File: src/rtl/philv_pkg.sv
// Shared encodings for the PhilosophyV control/execute slice: opcodes,
// ALU op codes, source-B select codes and the FSM state encoding.
package philv_pkg;

    localparam logic [6:0] OP_R = 7'b0110011;
    localparam logic [6:0] OP_I = 7'b0010011;

    typedef enum logic [3:0] {
        ALU_ADD  = 4'd0,
        ALU_SUB  = 4'd1,
        ALU_SLL  = 4'd2,
        ALU_SLT  = 4'd3,
        ALU_SLTU = 4'd4,
        ALU_XOR  = 4'd5,
        ALU_SRL  = 4'd6,
        ALU_SRA  = 4'd7,
        ALU_OR   = 4'd8,
        ALU_AND  = 4'd9
    } alu_funct_t;

    localparam logic [1:0] SRC_B_RS2  = 2'b00;
    localparam logic [1:0] SRC_B_STEP = 2'b01;
    localparam logic [1:0] SRC_B_IMM  = 2'b10;
    localparam logic [1:0] SRC_B_ZERO = 2'b11;

    typedef enum logic [1:0] {
        ST_FETCH     = 2'b00,
        ST_DECODE    = 2'b01,
        ST_EXECUTE   = 2'b10,
        ST_WRITEBACK = 2'b11
    } state_t;

    // sub_en / sra_en say whether instr[30] may turn ADD into SUB / SRL into SRA
    function automatic alu_funct_t decode_funct(input logic [2:0] funct3,
                                                input logic       sub_en,
                                                input logic       sra_en);
        alu_funct_t f;
        case (funct3)
            3'b000:  f = sub_en ? ALU_SUB : ALU_ADD;
            3'b001:  f = ALU_SLL;
            3'b010:  f = ALU_SLT;
            3'b011:  f = ALU_SLTU;
            3'b100:  f = ALU_XOR;
            3'b101:  f = sra_en ? ALU_SRA : ALU_SRL;
            3'b110:  f = ALU_OR;
            default: f = ALU_AND;
        endcase
        return f;
    endfunction

endpackage

File: src/rtl/philv_alu_unit.sv
// Combinational RV32I ALU: z = funct(x, y); unused op codes yield zero.
module philv_alu_unit
    import philv_pkg::*;
#(
    parameter int BUS_WIDTH = 32
) (
    input  logic [3:0]           funct,
    input  logic [BUS_WIDTH-1:0] x,
    input  logic [BUS_WIDTH-1:0] y,
    output logic [BUS_WIDTH-1:0] z
);

    localparam int SH_W = $clog2(BUS_WIDTH);

    logic [SH_W-1:0] shamt;
    logic            lt_s;
    logic            lt_u;

    assign shamt = y[SH_W-1:0];
    assign lt_s  = $signed(x) < $signed(y);
    assign lt_u  = x < y;

    always_comb begin
        z = '0;
        case (funct)
            ALU_ADD:  z = x + y;
            ALU_SUB:  z = x - y;
            ALU_SLL:  z = x << shamt;
            ALU_SLT:  z = {{(BUS_WIDTH-1){1'b0}}, lt_s};
            ALU_SLTU: z = {{(BUS_WIDTH-1){1'b0}}, lt_u};
            ALU_XOR:  z = x ^ y;
            ALU_SRL:  z = x >> shamt;
            ALU_SRA:  z = $unsigned($signed(x) >>> shamt);
            ALU_OR:   z = x | y;
            ALU_AND:  z = x & y;
            default:  z = '0;
        endcase
    end

endmodule

File: src/rtl/philv_exec_ctrl.sv
// Main controller FSM, ALU decoder and ALU with registered result for the
// PhilosophyV multicycle core. Optional macro PHILV_ALU_ZERO_FLAG_EN adds alu_zero/zero_q.
//
// state      | meaning
// -----------+---------------------------------------------------------
// FETCH      | alu_result = pc + PC_STEP, PC loads it
// DECODE     | operand registers settle, no enables
// EXECUTE    | ALU runs the decoded op on rs1 and rs2/immediate
// WRITEBACK  | register file captures alu_out (R/I-type only)
module philv_exec_ctrl
    import philv_pkg::*;
#(
    parameter int BUS_WIDTH = 32,
    parameter int PC_STEP   = 4
) (
    input  logic                 clk,
    input  logic                 rst,
    input  logic [31:0]          instr,
    input  logic [BUS_WIDTH-1:0] pc,
    input  logic [BUS_WIDTH-1:0] rs1_data,
    input  logic [BUS_WIDTH-1:0] rs2_data,
    output logic                 pc_write,
    output logic                 reg_wr_ena,
    output logic [1:0]           alu_src_b_sel,
    output logic [3:0]           alu_funct,
    output logic [BUS_WIDTH-1:0] alu_result,
    output logic [BUS_WIDTH-1:0] alu_out,
    output logic [1:0]           state
`ifdef PHILV_ALU_ZERO_FLAG_EN
    ,
    output logic                 alu_zero,
    output logic                 zero_q
`endif
);

    state_t                 state_q;
    state_t                 state_d;
    alu_funct_t             funct_sel;
    alu_funct_t             exec_funct;
    logic [1:0]             exec_b_sel;
    logic                   use_pc;
    logic                   is_r;
    logic                   is_i;
    logic [BUS_WIDTH-1:0]   imm_i;
    logic [BUS_WIDTH-1:0]   op_a;
    logic [BUS_WIDTH-1:0]   op_b;
    logic                   unused_rd;

    // rd is consumed by the register file, not here
    assign unused_rd = ^instr[11:7];

    assign is_r  = (instr[6:0] == OP_R);
    assign is_i  = (instr[6:0] == OP_I);
    assign imm_i = {{(BUS_WIDTH-12){instr[31]}}, instr[31:20]};

    // For I-type, instr[30] is immediate data except on the SRAI/SRLI pair
    always_comb begin
        exec_funct = ALU_ADD;
        exec_b_sel = SRC_B_RS2;
        if (is_r) begin
            exec_funct = decode_funct(instr[14:12], instr[30], instr[30]);
        end else if (is_i) begin
            exec_funct = decode_funct(instr[14:12], 1'b0, instr[30]);
            exec_b_sel = SRC_B_IMM;
        end
    end

    always_ff @(posedge clk or posedge rst) begin
        if (rst) begin
            state_q <= ST_FETCH;
        end else begin
            state_q <= state_d;
        end
    end

    always_comb begin
        state_d       = ST_FETCH;
        pc_write      = 1'b0;
        reg_wr_ena    = 1'b0;
        use_pc        = 1'b0;
        alu_src_b_sel = SRC_B_RS2;
        funct_sel     = ALU_ADD;
        case (state_q)
            ST_FETCH: begin
                state_d       = ST_DECODE;
                pc_write      = 1'b1;
                use_pc        = 1'b1;
                alu_src_b_sel = SRC_B_STEP;
            end
            ST_DECODE: begin
                state_d = ST_EXECUTE;
            end
            ST_EXECUTE: begin
                state_d       = ST_WRITEBACK;
                alu_src_b_sel = exec_b_sel;
                funct_sel     = exec_funct;
            end
            ST_WRITEBACK: begin
                state_d       = ST_FETCH;
                reg_wr_ena    = is_r | is_i;
                alu_src_b_sel = exec_b_sel;
                funct_sel     = exec_funct;
            end
            default: state_d = ST_FETCH;
        endcase
    end

    always_comb begin
        op_b = '0;
        case (alu_src_b_sel)
            SRC_B_RS2:  op_b = rs2_data;
            SRC_B_STEP: op_b = BUS_WIDTH'(PC_STEP);
            SRC_B_IMM:  op_b = imm_i;
            SRC_B_ZERO: op_b = '0;
            default:    op_b = '0;
        endcase
    end

    assign op_a      = use_pc ? pc : rs1_data;
    assign alu_funct = funct_sel;
    assign state     = state_q;

    philv_alu_unit #(
        .BUS_WIDTH (BUS_WIDTH)
    ) u_alu (
        .funct (alu_funct),
        .x     (op_a),
        .y     (op_b),
        .z     (alu_result)
    );

    always_ff @(posedge clk or posedge rst) begin
        if (rst) begin
            alu_out <= '0;
        end else begin
            alu_out <= alu_result;
        end
    end

`ifdef PHILV_ALU_ZERO_FLAG_EN
    assign alu_zero = (alu_result == '0);

    always_ff @(posedge clk or posedge rst) begin
        if (rst) begin
            zero_q <= 1'b1;
        end else begin
            zero_q <= alu_zero;
        end
    end
`endif

endmodule

File: config.mk
export PLATFORM = sky130hd
export DESIGN_NAME = philv_exec_ctrl
export DESIGN_NICKNAME = d
export VERILOG_FILES = /design/src/rtl/philv_pkg.sv /design/src/rtl/philv_alu_unit.sv /design/src/rtl/philv_exec_ctrl.sv
export SDC_FILE = /design/constraint.sdc
export NUM_CORES = 1
export LEC_CHECK = 0
export CAP_MARGIN = 20
export CORE_ASPECT_RATIO = 0.7
export CORE_MARGIN = 10
export CORE_UTILIZATION = 30
export CTS_CLUSTER_DIAMETER = 80
export DETAILED_ROUTE_END_ITERATION = 6
export SETUP_SLACK_MARGIN = 0.05
export SLEW_MARGIN = 20
export SYNTH_ARGS = -nofsm -noshare
export SYNTH_HDL_FRONTEND = slang
export SYNTH_SLANG_ARGS = --single-unit
File: constraint.sdc
create_clock -name clk -period 10.45 [get_ports clk]
set_clock_uncertainty 0.15 [all_clocks]
set_input_delay 1.045 -clock clk [delete_from_list [all_inputs] [get_ports clk]]
set_output_delay 1.045 -clock clk [all_outputs]
set_load 0.01 [all_outputs]
==> parameters.txt <==
Parameter                              Value

Outcome
  Status    finished clean

Synth
  Post-Synthesis Cells    ~1600
  Top post-synthesis cells by area    ha_1 (12%), mux2i_1 (12%), dfrtp_1 (8.0%)
  Post-synth top area share    between 10% and 20%
  Share of flip-flops with an asynchronous set or reset after synthesis    100%
  Netlist area before placement    around 11000 um^2
  Number of warning messages in the yosys log    0
  Portion of the post-synthesis area used by sequential elements    7.96%
  Net count after synthesis    1818
  Synthesized area per cell    between 6 and 7 um^2
  FF+latch count, synth    34
  Library cell with the largest summed area after synthesis    ha_1
  Most common library cells after synthesis    nor2_1 (164), a21oi_1 (163), nand2_1 (157), o21ai_0 (142), mux2i_1 (123)
  Cell with the most instances after synthesis    nor2_1
  Commonest register cell after synthesis    dfrtp_1
  Yosys cell types    93
  EDFF count, synth    0

Final layout
  Fill cell count    3775
  Finished layout cell area    13100 um^2
  Flip-flop and latch area    851 um^2
  Ant. Diodes    0
  Total number of nets in the final design    1932
  Syn-to-layout area delta    22.6%
  Share of final-layout standard cells stronger than drive strength 1    between 5 and 6%
  Combined area of the multi-input logic cells    8970 um^2

Floorplan
  Number of placement rows    57
  Die height    between 150 and 200 um
  Die outline width    246 um
  Initial cell density of the core    30.6%
  Core area    approximately 35000 um^2
  Die area    43700 um^2
  Top-Level Pins    approximately 200

GRT
  Global router's overall resource usage    24.8%
  Maximum number of pins on one net before global-route repair    71
  Number of antenna violations at the first check in global routing    2
  Wire length of the first global-routing pass    approximately 83000 um
  Number of global-route vias before repair    12700
  Overflow left after global routing    0

Place
  HPWL Detailed    44100 um
  Placed inst area    13000 um^2
  Total of buffers placed on input and output ports    193
  RD Place Congestion    1.01

STA
  Final hold violation count    0
  Slew at the pin closest to its max-slew limit    between 1 and 1.5 ns
  Hold Slack    between 0.6 and 0.7 ns
  Final setup TNS    0 ns
  Count of final setup violators    0
  Final Max Slew Viols    0
  Highest achievable clock rate    about 110 MHz
  RSZ-0062 raised after global routing    no
  Worst slew margin relative to its limit    29.3%
  Min Tclk post-route    approximately 9 ns
  Post-route fraction of the period consumed by the critical path    85.7%

Detailed routing
  Detailed-route vias per instance    6.14
  Detailed-router iteration count before antenna repair    5
  Residual DRC    0
  Final wirelength    around 57000 um
  Iter 0 DRT Violations    1835
  DRT antenna net count    0
  Total via count after detailed routing    13300
  Routed wirelength normalized by instance count    26.1 um

Power
  Highest ir drop seen on vdd    slightly below 60 uV
  Static power due to leakage    approximately 5.4 nW
  Final Total Pwr    roughly 940 uW
  Power density over cell area    71.6 nW/um^2

Worst setup path
  Crit path capture type    primary output
  Category of the worst setup path launch point    primary input
  Bufs and invs on worst path    3
  CP top delay family    compound AO/OA/AOI/OAI gates
  CP max stage delay    0.74 ns
  Data arrival time at the worst-slack endpoint    7.76 ns
  Capture instance of the worst register-to-register path    alu_out[0]$_DFF_PP0_
  Critical path depth in cells    19
  Highest fanout seen on the critical path    15
  Slowest stage cell, crit path    or3_1
  Count of cells along the worst register-to-register path    19
  Critical path destination    alu_result[0]
  Reg-to-reg setup timing slack    3.97 ns
  Path type of the worst setup path    in2out
  Crit path from    instr[6]
  Launch point of the worst reg-to-reg path    state[0]$_DFF_PP0_
  Crit path required time    9.26 ns
  Critical path cell sequence    clkdlybuf4s50_1 > nand2b_1 > or3_1 > o2bb2ai_4 > ha_1 > inv_1 > fa_1 > nor2b_1 > o21a_1 > a311o_1 > o31ai_1 > a22oi_1 > nand3_1 > a31oi_1 > a211oi_1 > o31ai_1 > a21oi_1 > a211o_1 > clkdlybuf4s50_1

Clocking
  Count of buffers added by post-CTS timing repair for setup    0
  Count of hold buffers inserted by post-cts repair    0
  Clock tree buffer depth    2
  Number of H-tree levels    2
  Count of clock tree sinks    34
  Clock tree from TritonCTS    built
  Clock input transition at the sequential cells of the worst setup and hold paths    around 0.05 ns
  Root Buffer Master    clkbuf_16
  Clock insertion delay at the later pin of the skew report    0.30 ns
  Resize count post-CTS    0
  Number of buffers created by CTS    5

Min path
  Type of the tightest min-delay check    reg2reg

Job
  Number of max-cap violations    0
[cell type report]
class / instances / area share [%]
Clock buffer: 5 / 0.955
Clock inverter: 2 / 0.0764
Sequential cell: 34 / 6.49
Timing Repair Buffer: 227 / 16.7
Inverter: 98 / 2.83
Multi-Input combinational cell: 1332 / 68.5
Tap cell: 472 / 4.51
[state kept, by name (all words and copies together), names as in the netlist]
signal,flops
state,2
alu_out,32
[kinds of logic (layout without fill, tap and decap cells)]
family                     count (synthesis)  in the layout  synth area share [%]
AOI/OAI and AO/OA                        600            600                  36.9
xor gates and xnor gates                   7              7                 0.574
and+or+nand+nor                          482            482                  20.5
adders and majority gates                104            104                  12.3
DFF                                       34             34                  7.96
muxes                                    139            139                  13.2
buffers and inverters                    218            332                  8.62
[report_power, final]
part / internal (mW) / leakage (nW) / total (mW) / switching [mW]
Sequential: 0.140 / 0.394 / 0.142 / 0.00166
Combinational: 0.249 / 4.94 / 0.637 / 0.389
Clock: 0.0865 / 0.0694 / 0.159 / 0.0721
Total: 0.475 / 5.40 / 0.938 / 0.463
[worst min-delay path by stage]
stage,start,end,cells after the start,slack [ns]
2_1_floorplan,state[0]$_DFF_PP0_,state[1]$_DFF_PP0_,2,0.57
3_3_place_gp,state[0]$_DFF_PP0_,state[1]$_DFF_PP0_,2,0.62
3_5_place_dp,state[0]$_DFF_PP0_,state[1]$_DFF_PP0_,2,0.61
4_1_cts,state[0]$_DFF_PP0_,state[1]$_DFF_PP0_,2,0.63
5_1_grt,state[0]$_DFF_PP0_,state[1]$_DFF_PP0_,2,0.69
6_report,state[0]$_DFF_PP0_,state[1]$_DFF_PP0_,2,0.62
[through the flow]
step / utilization [%] / setup slack (ns) / instances
floorplan: - / 3.49 / 1584
global placement: 37.1 / 1.88 / 2163
detailed placement: 37.1 / 1.78 / 2163
CTS: 37.5 / 1.75 / 2170
global route: 37.5 / 1.32 / 2170
finish: 37.5 / 1.49 / 2170
[worst register-to-register path, stage by stage, from the launching register on]
cell and delay, ns:
dfrtp_1 0.44, inv_1 0.13, ha_1 0.18, nor2_1 0.11, or3_1 0.65, o2bb2ai_4 0.49
ha_1 0.27, inv_1 0.07, fa_1 0.47, nor2b_1 0.16, o21a_1 0.20, a311o_1 0.45
o31ai_1 0.51, a22oi_1 0.37, nand3_1 0.25, a31oi_1 0.20, a211oi_1 0.47, o31ai_1 0.20
a21oi_1 0.37, a211o_1 0.25
[layer usage]
| metal | part of all wire, % | track usage, % | vias up |
|---|---|---|---|
| li1 | - | - | 6073 |
| met1 | 45 | 34.7 | 6370 |
| met2 | 41 | 36.4 | 786 |
| met3 | 10 | 5.50 | 96 |
| met4 | 3.6 | 8.72 | 2 |
| met5 | 0.019 | 0 | - |
[cell usage in the layout, fill, tap and decap left out, types with 15 or more instances in the layout]
master and instances:
o21a_1 30, a21o_1 16, nor3_1 42, dfrtp_1 34
nor2_1 164, a221oi_1 16, o211ai_1 34, o21ai_0 140
mux2i_1 123, ha_1 101, mux2_2 15, nand3_1 39
o22ai_1 15, buf_4 34, a211oi_1 26, clkdlybuf4s50_1 192
inv_1 92, nand2_1 157, a21oi_1 162
Note: power is estimated with default switching activity, not from simulation.
